[src/rtl/bsg_mem_init_ctrl_pkg.sv]
// Shared types and helpers for the 1RW mask-write memory init controller.
// The sweep writes a fixed value to every word before client traffic is admitted.
package bsg_mem_init_ctrl_pkg;

    typedef enum logic [0:0] {
        eInit  = 1'b0,
        eReady = 1'b1
    } state_e;

    // Address width that never collapses to zero bits for tiny memories.
    function automatic int safe_clog2(input int n);
        return (n <= 1) ? 1 : $clog2(n);
    endfunction

endpackage

[src/rtl/bsg_mem_init_ctrl_sweep.sv]
// Sweep address counter: clear has priority over enable, last_o flags word els_p-1.
// Latency: count updates on the clock edge after en_i; no backpressure (driven by FSM).
module bsg_mem_init_ctrl_sweep
    import bsg_mem_init_ctrl_pkg::*;
#(
    parameter int els_p = 2,
    localparam int addr_width_lp = safe_clog2(els_p)
) (
    input  logic                     clk_i,
    input  logic                     reset_i,
    input  logic                     clear_i,
    input  logic                     en_i,
    output logic [addr_width_lp-1:0] cnt_o,
    output logic                     last_o
);

    logic [addr_width_lp-1:0] cnt_q;

    always_ff @(posedge clk_i or posedge reset_i) begin
        if (reset_i) begin
            cnt_q <= '0;
        end else if (clear_i) begin
            cnt_q <= '0;
        end else if (en_i) begin
            cnt_q <= cnt_q + 1'b1;
        end
    end

    // Explicit compare rather than wrap so non-power-of-2 depths stop at the right word.
    assign last_o = (cnt_q == addr_width_lp'(els_p - 1));
    assign cnt_o  = cnt_q;

endmodule

[src/rtl/bsg_mem_1rw_sync_mask_write_bit_init_ctrl.sv]
// Init/clear front-end for a 1RW sync bit-masked memory: sweeps init_val_p, then forwards client requests.
// Read data returns one cycle after acceptance; ready_o is low while sweeping or when init_i is raised.
// Optional BSG_MEM_INIT_CTRL_LATCH_READ_EN holds data_o at the last read value between reads.
module bsg_mem_1rw_sync_mask_write_bit_init_ctrl
    import bsg_mem_init_ctrl_pkg::*;
#(
    parameter int                 width_p    = 1,
    parameter int                 els_p      = 2,
    parameter logic [width_p-1:0] init_val_p = '0,
    localparam int                addr_width_lp = safe_clog2(els_p)
) (
    input  logic                     clk_i,
    input  logic                     reset_i,

    input  logic                     init_i,
    output logic                     init_done_o,

    input  logic                     v_i,
    output logic                     ready_o,
    input  logic                     w_i,
    input  logic [addr_width_lp-1:0] addr_i,
    input  logic [width_p-1:0]       data_i,
    input  logic [width_p-1:0]       w_mask_i,

    output logic [width_p-1:0]       data_o,
    output logic                     data_v_o,

    output logic                     mem_v_o,
    output logic                     mem_w_o,
    output logic [addr_width_lp-1:0] mem_addr_o,
    output logic [width_p-1:0]       mem_data_o,
    output logic [width_p-1:0]       mem_w_mask_o,
    input  logic [width_p-1:0]       mem_data_i
);

    state_e                   state_q, state_n;
    logic                     cnt_clear, cnt_en, cnt_last;
    logic [addr_width_lp-1:0] cnt;
    logic                     rd_accept;
    logic                     rd_v_q;

    bsg_mem_init_ctrl_sweep #(
        .els_p (els_p)
    ) sweep (
        .clk_i   (clk_i),
        .reset_i (reset_i),
        .clear_i (cnt_clear),
        .en_i    (cnt_en),
        .cnt_o   (cnt),
        .last_o  (cnt_last)
    );

    always_ff @(posedge clk_i or posedge reset_i) begin
        if (reset_i) begin
            state_q <= eInit;
        end else begin
            state_q <= state_n;
        end
    end

    // Client fields pass through whenever not sweeping, so idle mem_* never go X.
    always_comb begin
        state_n      = state_q;
        cnt_clear    = 1'b0;
        cnt_en       = 1'b0;
        ready_o      = 1'b0;
        mem_v_o      = 1'b0;
        mem_w_o      = w_i;
        mem_addr_o   = addr_i;
        mem_data_o   = data_i;
        mem_w_mask_o = w_mask_i;
        case (state_q)
            eInit: begin
                mem_v_o      = 1'b1;
                mem_w_o      = 1'b1;
                mem_addr_o   = cnt;
                mem_data_o   = init_val_p;
                mem_w_mask_o = '1;
                if (cnt_last) begin
                    cnt_clear = 1'b1;
                    state_n   = eReady;
                end else begin
                    cnt_en = 1'b1;
                end
            end
            eReady: begin
                // A new sweep request takes priority over a same-cycle client request.
                ready_o = ~init_i;
                mem_v_o = v_i & ~init_i;
                if (init_i) begin
                    cnt_clear = 1'b1;
                    state_n   = eInit;
                end
            end
            default: begin
                state_n = eInit;
            end
        endcase
    end

    assign init_done_o = (state_q == eReady);
    assign rd_accept   = v_i & ready_o & ~w_i;

    always_ff @(posedge clk_i or posedge reset_i) begin
        if (reset_i) begin
            rd_v_q <= 1'b0;
        end else begin
            rd_v_q <= rd_accept;
        end
    end

    assign data_v_o = rd_v_q;

`ifdef BSG_MEM_INIT_CTRL_LATCH_READ_EN
    logic [width_p-1:0] data_q;

    always_ff @(posedge clk_i or posedge reset_i) begin
        if (reset_i) begin
            data_q <= '0;
        end else if (rd_v_q) begin
            data_q <= mem_data_i;
        end
    end

    // Fresh data bypasses the holding register so the return cycle matches the unlatched build.
    assign data_o = rd_v_q ? mem_data_i : data_q;
`else
    assign data_o = rd_v_q ? mem_data_i : '0;
`endif

endmodule

[config.mk]
export PLATFORM = sky130hd
export DESIGN_NAME = bsg_mem_1rw_sync_mask_write_bit_init_ctrl
export DESIGN_NICKNAME = d
export VERILOG_FILES = /design/src/rtl/bsg_mem_init_ctrl_pkg.sv /design/src/rtl/bsg_mem_init_ctrl_sweep.sv /design/src/rtl/bsg_mem_1rw_sync_mask_write_bit_init_ctrl.sv
export SDC_FILE = /design/constraint.sdc
export NUM_CORES = 1
export LEC_CHECK = 0
export CORE_AREA = 4 4 41 43
export CTS_CLUSTER_DIAMETER = 40
export DETAILED_ROUTE_END_ITERATION = 16
export DIE_AREA = 0 0 45 47
export GPL_TIMING_DRIVEN = 0
export PLACE_DENSITY = 0.52
export SLEW_MARGIN = 10
export SYNTH_ARGS = -nofsm -noshare
export SYNTH_HDL_FRONTEND = slang
export SYNTH_SLANG_ARGS = --single-unit
[constraint.sdc]
create_clock -name clk_i -period 1.06 [get_ports clk_i]
set_input_delay 0.212 -clock clk_i [delete_from_list [all_inputs] [get_ports clk_i]]
set_output_delay 0.212 -clock clk_i [all_outputs]
set_load 0.005 [all_outputs]
==> results_dict.tcl <==
set metrics [dict create \
    design_area_um2 415 \
    clkPwrFrac_pct 20.4 \
    grt_start_max_net_pins 5 \
    post_drt_wl_per_cell_um 8.31 \
    count_of_placed_standard_cells_in_the_final_layout_fillers_left_out 59 \
    first_pass_grt_wire_length_um 814 \
    yosysWarnings 0 \
    clock-sinks 3 \
    synth_top_cells_by_count "sky130_fd_sc_hd__dfrtp_1, sky130_fd_sc_hd__inv_1, sky130_fd_sc_hd__nand2_1, sky130_fd_sc_hd__nand2b_1" \
    io_pins 18 \
    cts-buffers-inserted 3 \
    setup_viol 7 \
    dpl_worst_slack_ns -0.550 \
    insertedDiodeCount 0 \
    buffer_ports.inserted 17 \
    synth_enable_flop_cells 0 \
    worstSetupStartpointType "flip-flop" \
    drt-vias-per-instance 3.41 \
    total_power_uw 962 \
    floorplan.die_area_um2 2120 \
    power.ir.vdd_worst_mv 0.867 \
    worstPathRequired_ns 0.85 \
    synth_largest_type_area_fraction_pct 45.8 \
    start_util_pct 12.6 \
    netlist_instances 18 \
    total_routing_resource_utilization_after_global_routing_pct 5.85 \
    ctsRootBufferMaster "sky130_fd_sc_hd__clkbuf_4" \
    power.share.combinational_pct 57.0 \
    power.internal_uw 668 \
    category_of_the_most_critical_setup_path "reg -> out" \
    chipWidth_um 45 \
    tightest_slew_ns 0.126 \
    max_cap_violations 0 \
    max_freq_ghz 0.787 \
    period_minus_slack_ns 1.27 \
    end_kind "primary output" \
    first_global_vias 217 \
    power.switching_fraction_pct 30.5 \
    synth_seq_cells 3 \
    vias 201 \
    antenna_found_initial 0 \
    num-nets-final 54 \
    setup_slack_ns -0.211 \
    slew-limit-headroom_pct 91.3 \
    synth_top_flop_cell "sky130_fd_sc_hd__dfrtp_1" \
    grt_setup_unrepaired "true" \
    synth_seq_area_share_pct 45.8 \
    gp_congestion 0.613 \
    final_antenna_net_count 0 \
    crit_path_max_fanout 4 \
    regToRegSetupSlack_ns 0.14 \
    critical_path.endpoint "mem_addr_o" \
    power.leakage_nw 0.215 \
    finalWirelength_um 490 \
    dpl.cell_count 50 \
    first_pass_iters 1 \
    cellPowerDensity_nw_per_um2 2310 \
    status "finished with violations" \
    fp.dieH_um 47 \
    post_synth_num_cell_types 10 \
    num_rows 13 \
    number_of_levels_in_the_clock_h_tree 1 \
    synthArstFlopShare_pct 100 \
    postLayoutCoreUtil_pct 31.9 \
    hold_viol 0 \
    drtIter0Drc 0 \
    crit_start "init_done_o" \
    proportion_of_layout_cells_with_a_drive_suffix_above_1_pct 52.3 \
    total_switching_power_uw 294 \
    placeableCoreArea_um2 1300 \
    clock_tree_from_tritoncts "built" \
    worst_skew_pair.late_latency_ns 0.23 \
    synth_largest_area_cell "sky130_fd_sc_hd__dfrtp_1" \
    violations "negative setup slack" \
    reg2reg_depth 4 \
    setup-tns-final_ns -0.889 \
    top_cells_by_area_in_the_synthesized_netlist "sky130_fd_sc_hd__dfrtp_1, sky130_fd_sc_hd__nand2b_1, sky130_fd_sc_hd__inv_1" \
    grt.overflow.total 0 \
    syn_nets 27 \
    timing.rr.end "sweep.cnt_o" \
    holdBufCountCts 0 \
    launch_instance_of_the_worst_register_to_register_path "init_done_o" \
    power.sequential.fraction_pct 22.5 \
    synth.avg_cell_area_um2 9.11 \
    final_max_slew_viol_count 0 \
    clockBufferDepth 2 \
    timing.final.crit_share_pct 120 \
    worst_hold_path_type "in -> async" \
    final.hold.worst_slack_ns 0.157 \
    syn_area_um2 164 \
    post-route-drc-count 0 \
    placed_area_um2 353 \
    finalClockSkew_ns 0.000962 \
    timing.critical_path.arrival_ns 1.06 \
    syn2layout_area_growth_pct 153 \
    clk_slew_on_worst_s_h_paths_ns 0.04 \
]
==> cell usage in the layout (no fill, tap or decap), drive strengths merged <==
cell and n:
clkdlybuf4s50 7, nor3 1, mux2i 1, dfrtp 3
and2 2, o21ai 1, dlygate4sd2 1, nand2b 4
inv 3, clkbuf 5, clkdlybuf4s15 1, nand2 3
buf 12
==> final cells by class <==
class / count / area, um2
clock buffers: 4 / 26.3
repair buffers: 22 / 190
inverters: 3 / 11.3
fillers: 151 / 886
flip-flops and latches: 3 / 76.3
well taps: 15 / 18.8
multi-input cells: 12 / 92.6
==> state kept, by name, summed over array words and instances, names as in the netlist <==
name / cells
data_v_o: 1
init_done_o: 1
sweep.cnt_o: 1
==> worst min-delay path by stage <==
stage / startpoint / endpoint
after floorplan: reset_i / data_v_o
after global placement: reset_i / init_done_o
after detailed placement: reset_i / data_v_o
after CTS: reset_i / sweep.cnt_o
after global routing: reset_i / data_v_o
final: reset_i / data_v_o
==> critical path, cell delays in order, from the launching register on <==
cell                       delay (ns)
sky130_fd_sc_hd__dfrtp_2         0.43
sky130_fd_sc_hd__buf_6           0.13
sky130_fd_sc_hd__nand2b_4        0.13
sky130_fd_sc_hd__nand2_2         0.06
sky130_fd_sc_hd__buf_6           0.09
==> routing by layer <==
metal | share of wire (%) | global-route usage, % | vias up | wire length (um)
met4 | 0 | 8.77 | 0 | 0
li1 | - | - | 107 | -
met1 | 41 | 6.39 | 80 | 199
met2 | 43 | 7.63 | 14 | 211
met3 | 16 | 1.53 | 0 | 80
met5 | 0 | 0 | - | 0
==> power groups by stage <==
stage / combinational, mW / clock [mW] / sequential (mW)
after CTS: 0.521 / 0.207 / 0.217
after global placement: 0.365 / 0 / 0.221
after global routing: 0.604 / 0.219 / 0.227
after floorplan: 0.121 / 0 / 0.207
final: 0.548 / 0.196 / 0.217
after detailed placement: 0.361 / 0 / 0.221
==> what timing repair did <==
action                                  4_1_cts  5_1_grt
hold endpoints to repair                      0        0
cloned                                        0        0
setup buffers                                 5        0
resized for setup                            44        3
pin swaps                                     1        0
endpoints found under the setup margin        9        8
==> kinds of logic after synthesis <==
kind of cell / synth area share, %
AO/OA/AOI/OAI: 3.05
buffers and inverters: 6.87
flip-flops: 45.8
multiplexers: 6.11
AND/OR/NAND/NOR: 38.2
Power figures use the tool's default switching activity.
